[src/rtl/ext_mem_arb.sv]
// ext_mem_arb: external memory bus arbiter for the Z80 core, the LCD
// fetch engine and the loader. Grants are issued only on mem_ena slot
// strobes. Each access lasts WAIT_STATES+1 slots and is followed by at
// least one slot with every strobe high.
//
// Ports:
//   clk, rst                   clock, synchronous active-high reset
//   mem_ena                    one-clock memory slot strobe
//   *_req / *_we / *_addr      requests (held until ack), write flag, address
//   *_wdata                    write data (Z80, loader)
//   *_ack                      one-clock completion pulse per requester
//   rdata                      read data, valid from ack, held to next completion
//   ext_*                      external bus: strobes/selects active low
//   busy, owner                access in progress / current owner
//
// state  | meaning
// IDLE   | no access; grant on mem_ena when any request is pending
// ACCESS | bus driven for the granted requester until the final slot
module ext_mem_arb #(
    parameter int WAIT_STATES  = 1,
    parameter int LCD_MAX_WAIT = 3
) (
    input  logic        clk,
    input  logic        rst,
    input  logic        mem_ena,
    input  logic        z80_req,
    input  logic        lcd_req,
    input  logic        ldr_req,
    input  logic        z80_we,
    input  logic        ldr_we,
    input  logic [21:0] z80_addr,
    input  logic [21:0] lcd_addr,
    input  logic [21:0] ldr_addr,
    input  logic [7:0]  z80_wdata,
    input  logic [7:0]  ldr_wdata,
    output logic        z80_ack,
    output logic        lcd_ack,
    output logic        ldr_ack,
    output logic [7:0]  rdata,
    output logic        ext_oe_n,
    output logic        ext_we_n,
    output logic        rom_cs_n,
    output logic        ram_cs_n,
    output logic [3:1]  ext_cs_n,
    output logic [21:0] ext_addr,
    output logic [7:0]  ext_wdata,
    input  logic [7:0]  ext_rdata,
    output logic        busy,
    output logic [1:0]  owner
);

    typedef enum logic {IDLE, ACCESS} state_t;

    localparam logic [1:0] OWN_NONE = 2'b00;
    localparam logic [1:0] OWN_Z80  = 2'b01;
    localparam logic [1:0] OWN_LCD  = 2'b10;
    localparam logic [1:0] OWN_LDR  = 2'b11;

    localparam int WCW = (WAIT_STATES  > 0) ? $clog2(WAIT_STATES + 1)  : 1;
    localparam int SCW = (LCD_MAX_WAIT > 0) ? $clog2(LCD_MAX_WAIT + 1) : 1;
    localparam logic [WCW-1:0] WAIT_INIT  = WCW'(WAIT_STATES);
    localparam logic [SCW-1:0] STARVE_MAX = SCW'(LCD_MAX_WAIT);

    state_t          state, state_nxt;
    logic [WCW-1:0]  wait_cnt, wait_cnt_nxt;
    logic [SCW-1:0]  lcd_starve, lcd_starve_nxt;
    logic            rr_lcd, rr_lcd_nxt;   // 1: LCD wins an LCD/loader tie
    logic            we_q, we_q_nxt;

    logic        z80_ack_nxt, lcd_ack_nxt, ldr_ack_nxt;
    logic [7:0]  rdata_nxt;
    logic        ext_oe_n_nxt, ext_we_n_nxt, rom_cs_n_nxt, ram_cs_n_nxt;
    logic [3:1]  ext_cs_n_nxt;
    logic [21:0] ext_addr_nxt;
    logic [7:0]  ext_wdata_nxt;
    logic        busy_nxt;
    logic [1:0]  owner_nxt;

    logic [1:0]  gnt;
    logic [21:0] g_addr;
    logic        g_we;
    logic [7:0]  g_wdata;
    logic        g_rom;

    always_comb begin
        state_nxt      = state;
        wait_cnt_nxt   = wait_cnt;
        lcd_starve_nxt = lcd_starve;
        rr_lcd_nxt     = rr_lcd;
        we_q_nxt       = we_q;
        z80_ack_nxt    = 1'b0;
        lcd_ack_nxt    = 1'b0;
        ldr_ack_nxt    = 1'b0;
        rdata_nxt      = rdata;
        ext_oe_n_nxt   = ext_oe_n;
        ext_we_n_nxt   = ext_we_n;
        rom_cs_n_nxt   = rom_cs_n;
        ram_cs_n_nxt   = ram_cs_n;
        ext_cs_n_nxt   = ext_cs_n;
        ext_addr_nxt   = ext_addr;
        ext_wdata_nxt  = ext_wdata;
        busy_nxt       = busy;
        owner_nxt      = owner;

        // LCD overrides Z80 once starved; otherwise Z80, then LCD/loader round-robin
        if (lcd_req && (lcd_starve == STARVE_MAX))
            gnt = OWN_LCD;
        else if (z80_req)
            gnt = OWN_Z80;
        else if (lcd_req && (!ldr_req || rr_lcd))
            gnt = OWN_LCD;
        else
            gnt = OWN_LDR;

        case (gnt)
            OWN_Z80: begin g_addr = z80_addr; g_we = z80_we; g_wdata = z80_wdata; end
            OWN_LCD: begin g_addr = lcd_addr; g_we = 1'b0;   g_wdata = 8'h00;     end
            default: begin g_addr = ldr_addr; g_we = ldr_we; g_wdata = ldr_wdata; end
        endcase
        g_rom = (g_addr[21:19] == 3'b000);

        case (state)
            IDLE: begin
                if (mem_ena && (z80_req || lcd_req || ldr_req)) begin
                    state_nxt     = ACCESS;
                    wait_cnt_nxt  = WAIT_INIT;
                    we_q_nxt      = g_we;
                    busy_nxt      = 1'b1;
                    owner_nxt     = gnt;
                    ext_addr_nxt  = g_addr;
                    ext_wdata_nxt = g_wdata;
                    ext_oe_n_nxt  = g_we;
                    ext_we_n_nxt  = !(g_we && !g_rom);   // ROM is never write-strobed
                    rom_cs_n_nxt  = !g_rom;
                    ram_cs_n_nxt  = !(g_addr[21:19] == 3'b001);
                    ext_cs_n_nxt  = {!(g_addr[21:20] == 2'b11),
                                     !(g_addr[21:20] == 2'b10),
                                     !(g_addr[21:20] == 2'b01)};
                    if (gnt == OWN_LCD) begin
                        lcd_starve_nxt = '0;
                        rr_lcd_nxt     = 1'b0;
                    end else if (gnt == OWN_LDR) begin
                        rr_lcd_nxt = 1'b1;
                    end else if (lcd_req && (lcd_starve != STARVE_MAX)) begin
                        lcd_starve_nxt = lcd_starve + SCW'(1);
                    end
                end
            end
            ACCESS: begin
                if (mem_ena) begin
                    if (wait_cnt == '0) begin
                        state_nxt    = IDLE;
                        if (!we_q)
                            rdata_nxt = ext_rdata;
                        z80_ack_nxt  = (owner == OWN_Z80);
                        lcd_ack_nxt  = (owner == OWN_LCD);
                        ldr_ack_nxt  = (owner == OWN_LDR);
                        ext_oe_n_nxt = 1'b1;
                        ext_we_n_nxt = 1'b1;
                        rom_cs_n_nxt = 1'b1;
                        ram_cs_n_nxt = 1'b1;
                        ext_cs_n_nxt = 3'b111;
                        busy_nxt     = 1'b0;
                        owner_nxt    = OWN_NONE;
                    end else begin
                        wait_cnt_nxt = wait_cnt - WCW'(1);
                    end
                end
            end
            default: state_nxt = IDLE;
        endcase
    end

    always_ff @(posedge clk) begin
        if (rst) begin
            state      <= IDLE;
            wait_cnt   <= '0;
            lcd_starve <= '0;
            rr_lcd     <= 1'b1;
            we_q       <= 1'b0;
            z80_ack    <= 1'b0;
            lcd_ack    <= 1'b0;
            ldr_ack    <= 1'b0;
            rdata      <= 8'h00;
            ext_oe_n   <= 1'b1;
            ext_we_n   <= 1'b1;
            rom_cs_n   <= 1'b1;
            ram_cs_n   <= 1'b1;
            ext_cs_n   <= 3'b111;
            ext_addr   <= '0;
            ext_wdata  <= 8'h00;
            busy       <= 1'b0;
            owner      <= OWN_NONE;
        end else begin
            state      <= state_nxt;
            wait_cnt   <= wait_cnt_nxt;
            lcd_starve <= lcd_starve_nxt;
            rr_lcd     <= rr_lcd_nxt;
            we_q       <= we_q_nxt;
            z80_ack    <= z80_ack_nxt;
            lcd_ack    <= lcd_ack_nxt;
            ldr_ack    <= ldr_ack_nxt;
            rdata      <= rdata_nxt;
            ext_oe_n   <= ext_oe_n_nxt;
            ext_we_n   <= ext_we_n_nxt;
            rom_cs_n   <= rom_cs_n_nxt;
            ram_cs_n   <= ram_cs_n_nxt;
            ext_cs_n   <= ext_cs_n_nxt;
            ext_addr   <= ext_addr_nxt;
            ext_wdata  <= ext_wdata_nxt;
            busy       <= busy_nxt;
            owner      <= owner_nxt;
        end
    end

endmodule

[config.mk]
export PLATFORM = sky130hd
export DESIGN_NAME = ext_mem_arb
export DESIGN_NICKNAME = d
export VERILOG_FILES = /design/src/rtl/ext_mem_arb.sv
export SDC_FILE = /design/constraint.sdc
export NUM_CORES = 1
export LEC_CHECK = 0
export CAP_MARGIN = 10
export CELL_PAD_IN_SITES_DETAIL_PLACEMENT = 2
export CELL_PAD_IN_SITES_GLOBAL_PLACEMENT = 2
export CORE_MARGIN = 1
export CORE_UTILIZATION = 22
export DETAILED_ROUTE_END_ITERATION = 7
export GPL_TIMING_DRIVEN = 1
export PLACE_DENSITY = 0.95
export SYNTH_ARGS = -nofsm -noshare
export SYNTH_HDL_FRONTEND = slang
export SYNTH_SLANG_ARGS = --single-unit
[constraint.sdc]
create_clock -name clk -period 5.25 [get_ports clk]
set_input_delay 0.525 -clock clk [delete_from_list [all_inputs] [get_ports clk]]
set_output_delay 0.525 -clock clk [all_outputs]
set_load 0.01 [all_outputs]
==> flow_summary.yaml, run 1 <==
placement:
  dpl_cell_area_um2: 4160
  place_hpwl_um: 7720
  place.gp.congestion: 0.749
  portBuffers: 148
routing:
  drtAntennaViolNets: 0
  wl_per_cell_um: 17.8
  drc: 24
  vias: 2903
  drtPass1Iterations: 7
  drt_iter0_drc: 142
  routed_wl_um: 10700
  viasPerCell: 4.85
synthesis:
  synth-seq-area-share: 0.435
  synth_compound_area_frac: 0.221
  synth_top_cell_area_share: 0.435
  synth_ff_type: "dfxtp_1"
  synth_common_cells: "57 x dfxtp_1, 43 x nand2_1, 37 x nor2_1, 30 x o21ai_0, 21 x a22oi_1"
  syn_area_per_cell_um2: 8.28
  synth_xor_area_frac: 0
  synth_edf_count: 0
  synth_top_family_by_area: "compound AO/OA/AOI/OAI gates"
  synth_area_leader_cell: "dfxtp_1"
  yosys_warnings: 0
  synth_fa_ha_area_frac: 0.0143
  async_reset_ff_frac: 0
  synth_cells: 317
  syn_nets: 418
  ys_seq_elements: 57
  yosys.area_share.simple: 0.198
  synth_area_um2: 2630
  yosys.cell_count.top_type: "dfxtp_1"
  synth.distinct_cells: 41
  synth_mux_area_frac: 0.0724
  synth_area_leaders: "dfxtp_1 43%, mux2i_1 7.2%, nand2_1 6.1%"
timing:
  rsz0062_at_grt: "no"
  fmax_mhz: 327
  slew_headroom: 0.263
  fin_crit_ns: 3.06
  finClkSkew_ns: 0.00931
  worst_pin_slew_ns: 1.11
  tns_ns: 0
  finalSetupViolations: 0
  hold_viol: 0
  drv_slew: 0
  post-route-period-util: 0.583
clocking:
  postCtsSetupRepairBufs: 0
  cts_root_buffer: "clkbuf_16"
  cts_tree: "done"
  path_clk_slew_ns: 0.05
  ctsResizeCount: 0
  ctsHoldBuffers: 0
  cts_max_path_buffers: 2
  insertion_delay_ns: 0.33
  htree_levels: 3
  numCtsBuffers: 9
  cts_num_sinks: 57
status:
  violations: "DRC"
  outcome: "finished with violations"
cells_and_area:
  nets: 552
  design_area_um2: 4450
  drive_above_1_share: 0.0461
  layout.area.seq_um2: 1140
  multiInputGateArea_um2: 1340
  antenna_cells: 0
  area_growth_pct: 69.6
  num-fill-cells: 1269
pwr:
  power_density_nw_per_um2: 299
  ir_drop_v: 0.000144
  leakage_nw: 1.65
flow_run:
  max_cap_violations: 0
die:
  dieArea_um2: 12400
  die_x_um: 111
  io_pins: 149
  rows: 39
  initial_core_util: 0.228
  coreArea_um2: 11500
  chipHeight_um: 111
global_routing:
  grt_pass1_vias: 3333
  grt_first_pass_wirelength_um: 17200
  antenna_found_initial: 1
  grtUsageTotal: 0.179
  grt-ovfl-total: 0
  grt_max_degree: 59
setup_path:
  cp-end-kind: "flop"
  path_class: "in2reg"
  crit_path_start_kind: "input port"
  worstPathArrival_ns: 3.22
  r2r_slack_ns: 2.45
  cp_data_required_time_ns: 5.41
  crit_fanout: 55
worst_hold_path:
  hold_class: "reg2reg"
sequential cells by signal, indices dropped and copies added (netlist names), 2 cells and up:
signal and flops:
owner 2, lcd_starve 2, ext_cs_n 3, ext_wdata 8, rdata 8, ext_addr 22
cell usage in the layout (no fill, tap or decap), types with 2 or more instances in the layout:
cell / count
clkdlybuf4s50_1: 147
a221oi_1: 10
a22oi_1: 21
nand2_1: 43
nor2_1: 37
ha_1: 2
o21bai_1: 2
dfxtp_1: 57
inv_1: 6
mux2i_1: 19
nand2b_1: 3
clkinv_2: 2
clkbuf_1: 3
and3_1: 2
nor2b_1: 4
o32ai_1: 2
o21ai_0: 30
nor3_1: 15
clkbuf_16: 9
a21oi_1: 17
critical path, cell delays in order:
cell and delay, ns:
clkdlybuf4s50_1 0.55, inv_1 0.06, a21oi_1 0.17, nor2_1 0.08
ha_2 0.91, nor2b_1 0.38, a22o_1 0.32, nor2_2 0.13
nor3_1 0.08
final cells by class:
| type | count | area share |
|---|---|---|
| Inverter | 6 | 0.00506 |
| Sequential cell | 57 | 0.256 |
| Tap cell | 143 | 0.0402 |
| Clock inverter | 3 | 0.00899 |
| Timing Repair Buffer | 149 | 0.333 |
| Multi-Input combinational cell | 228 | 0.300 |
| Clock buffer | 13 | 0.0562 |
where the power goes:
group	internal (mW)	switching (mW)	total (mW)	leakage (nW)
Clock	0.378	0.195	0.573	0.144
Sequential	0.461	0.0200	0.481	0.466
Combinational	0.150	0.127	0.277	1.04
Total	0.990	0.342	1.33	1.65
per-layer routing:
metal,part of all wire,vias to the layer above,routed length [um],global-route usage
li1,-,1384,-,-
met1,0.39,1376,4180,0.185
met2,0.52,124,5590,0.341
met3,0.069,19,732,0.0448
met4,0.016,0,173,0.0739
met5,0,-,0,0
worst paths after layout:
path,startpoint,to,cells past startpoint
min,lcd_starve[1],lcd_starve[1],2
max,z80_req,we_q,9
min reg2reg,lcd_starve[1],lcd_starve[1],2
max reg2reg,lcd_starve[0],we_q,8
through the flow:
stage	instances	hold slack [ns]	setup slack, ns	total power, mW	util
floorplan	317	0.427	3.16	0.611	-
global placement	583	0.443	2.05	0.752	0.361
detailed placement	583	0.469	1.79	0.768	0.361
CTS	599	0.476	2.12	1.35	0.387
global route	599	0.501	1.93	1.39	0.387
finish	599	0.470	2.19	1.33	0.387
kinds of logic after synthesis:
logic type / count (synthesis)
adder cells (fa/ha/maj): 3
buffers and inverters: 32
multiplexers: 19
AO/OA/AOI/OAI: 90
flip-flops: 57
AND/OR/NAND/NOR: 116
(Power assumes the default switching activity.)
==> inputs of run 2 (changes only) <==
Settings changed: CORE_UTILIZATION 22 to 20, PLACE_DENSITY 0.95 to 0.89.
Clock period 5.25 ns to 3.2 ns, I/O delays scaled along.
==> run 2 against run 1 <==
Compared with the run above: the run now ends clean; power is 67% higher; clock skew decreased by 0.0012 ns; sequential share of layout area shrank 0.63 points; final cell count grew 6.0%; worst setup slack got worse by 1.5 ns; clock power is 68% higher; die area is 9.8% higher; via count rose by 0.69%; non-clock buffer count up 8; sequential cell count did not move; wire length rose by 2.3%; clock-buffer cell count shrank 1; critical endpoint is now ext_we_n.
==> flow_summary.yaml, run 2 (synthesized netlist as in run 1, its figures left out) <==
cells_and_area:
  largest-register: "ext_addr"
  area_growth_pct: 73.9
  drive_above_1_share: 0.0626
  layout_common_cells: "147 x clkdlybuf4s50_1, 57 x dfxtp_1, 43 x nand2_1, 37 x nor2_1, 30 x o21ai_0"
  layout_commonest_cell: "clkdlybuf4s50_1"
  antenna_cells: 0
  largest_reg_flops: 22
  nets: 560
  stdcell_count: 635
  reg_top3: "ext_addr x22, ext_wdata x8, rdata x8"
global_routing:
  grtUsageTotal: 0.166
  grt-ovfl-total: 0
  antenna_found_initial: 0
  grt_pass1_vias: 3230
  grt_max_degree: 44
  grt_first_pass_wirelength_um: 16800
clocking:
  ctsResizeCount: 0
  postCtsSetupRepairBufs: 0
  insertion_delay_ns: 0.33
  path_clk_slew_ns: 0.05
  ctsHoldBuffers: 0
  cts_tree: "done"
  numCtsBuffers: 9
  cts_max_path_buffers: 2
  cts_num_sinks: 57
  htree_levels: 3
  cts_root_buffer: "clkbuf_16"
timing:
  drv_slew: 0
  slew_headroom: 0.450
  fin_crit_ns: 2.48
  rsz0062_at_grt: "no"
  finClkSkew_ns: 0.00806
  post-route-period-util: 0.776
  tns_ns: 0
  fmax_mhz: 403
  holdWs_ns: 0.465
  finalSetupViolations: 0
  worst_pin_slew_ns: 0.825
  fin_ws_ns: 0.717
  hold_viol: 0
worst_hold_path:
  hold_class: "reg2reg"
  hold_path_end: "ext_addr[21]"
  holdPathStages: 2
  hp-start: "ext_addr[21]"
status:
  outcome: "finished, final reports clean"
placement:
  dp.cells: 620
  place.gp.congestion: 0.797
  place_ws_ns: 0.417
  place_hpwl_um: 8420
  portBuffers: 148
setup_path:
  r2r_slack_ns: 0.78
  cp-end-kind: "flop"
  cp_data_required_time_ns: 3.45
  rr_endpoint: "ext_we_n"
  crit_fanout: 10
  worstPathArrival_ns: 2.73
  crit_path_start_kind: "input port"
  path_class: "in2reg"
  rr_startpoint: "lcd_starve[0]"
  ff2ff_path_depth: 8
die:
  coreArea_um2: 12700
  chipHeight_um: 117
  io_pins: 149
  die_x_um: 117
  dieArea_um2: 13600
  initial_core_util: 0.206
  rows: 41
pwr:
  ir_drop_v: 0.000232
  power_density_nw_per_um2: 486
  leakage_nw: 1.70
routing:
  viasPerCell: 4.60
  drtAntennaViolNets: 0
  drc: 0
  drt_iter0_drc: 51
  vias: 2923
  drtPass1Iterations: 4
  routed_wl_um: 10900
  wl_per_cell_um: 17.2
flow_run:
  max_cap_violations: 0
[run 2: layout make-up]
cell class,instances,area (um^2)
fill,1451,8160
clock inverter,3,40.0
clock buffer,12,256
tap,172,215
inverter,6,22.5
timing repair buffer,157,1560
multi-input combinational,228,1330
sequential,57,1140
[run 2: through the flow]
step / utilization / total power [mW] / instance area [um^2]
4_1_cts: 0.359 / 2.26 / 4560
6_report: 0.359 / 2.22 / 4560
2_1_floorplan: - / 1.00 / 2630
5_1_grt: 0.359 / 2.34 / 4560
3_5_place_dp: 0.335 / 1.28 / 4270
3_3_place_gp: 0.335 / 1.25 / 4270
[run 2: layer usage]
metal,up-vias,wire length [um],track usage
met5,-,0,0
met2,117,5550,0.302
met1,1386,4240,0.172
met3,10,983,0.0701
met4,0,150,0.0523
li1,1410,-,-
[run 2: worst max-delay path, cell delays in order]
cell and delay, ns:
clkdlybuf4s50_1 0.51, nand2b_1 0.08, a21oi_1 0.21, nor2_1 0.10, ha_1 0.42, a221oi_1 0.42, nor2_1 0.17, o311a_1 0.36
o21bai_1 0.13
[run 2: power breakdown]
| part | switching [mW] | internal, mW | total, mW |
|---|---|---|---|
| Combinational | 0.213 | 0.256 | 0.469 |
| Sequential | 0.0306 | 0.756 | 0.787 |
| Clock | 0.327 | 0.637 | 0.964 |
[run 2: worst max path at each step]
stage,from,end,cells after the start
6_report,ldr_req,ext_we_n,9
3_5_place_dp,ldr_req,ext_we_n,9
5_1_grt,ldr_req,ext_we_n,9
3_3_place_gp,z80_req,ext_we_n,10
2_1_floorplan,lcd_starve[0],ext_we_n,10
4_1_cts,ldr_req,ext_we_n,9
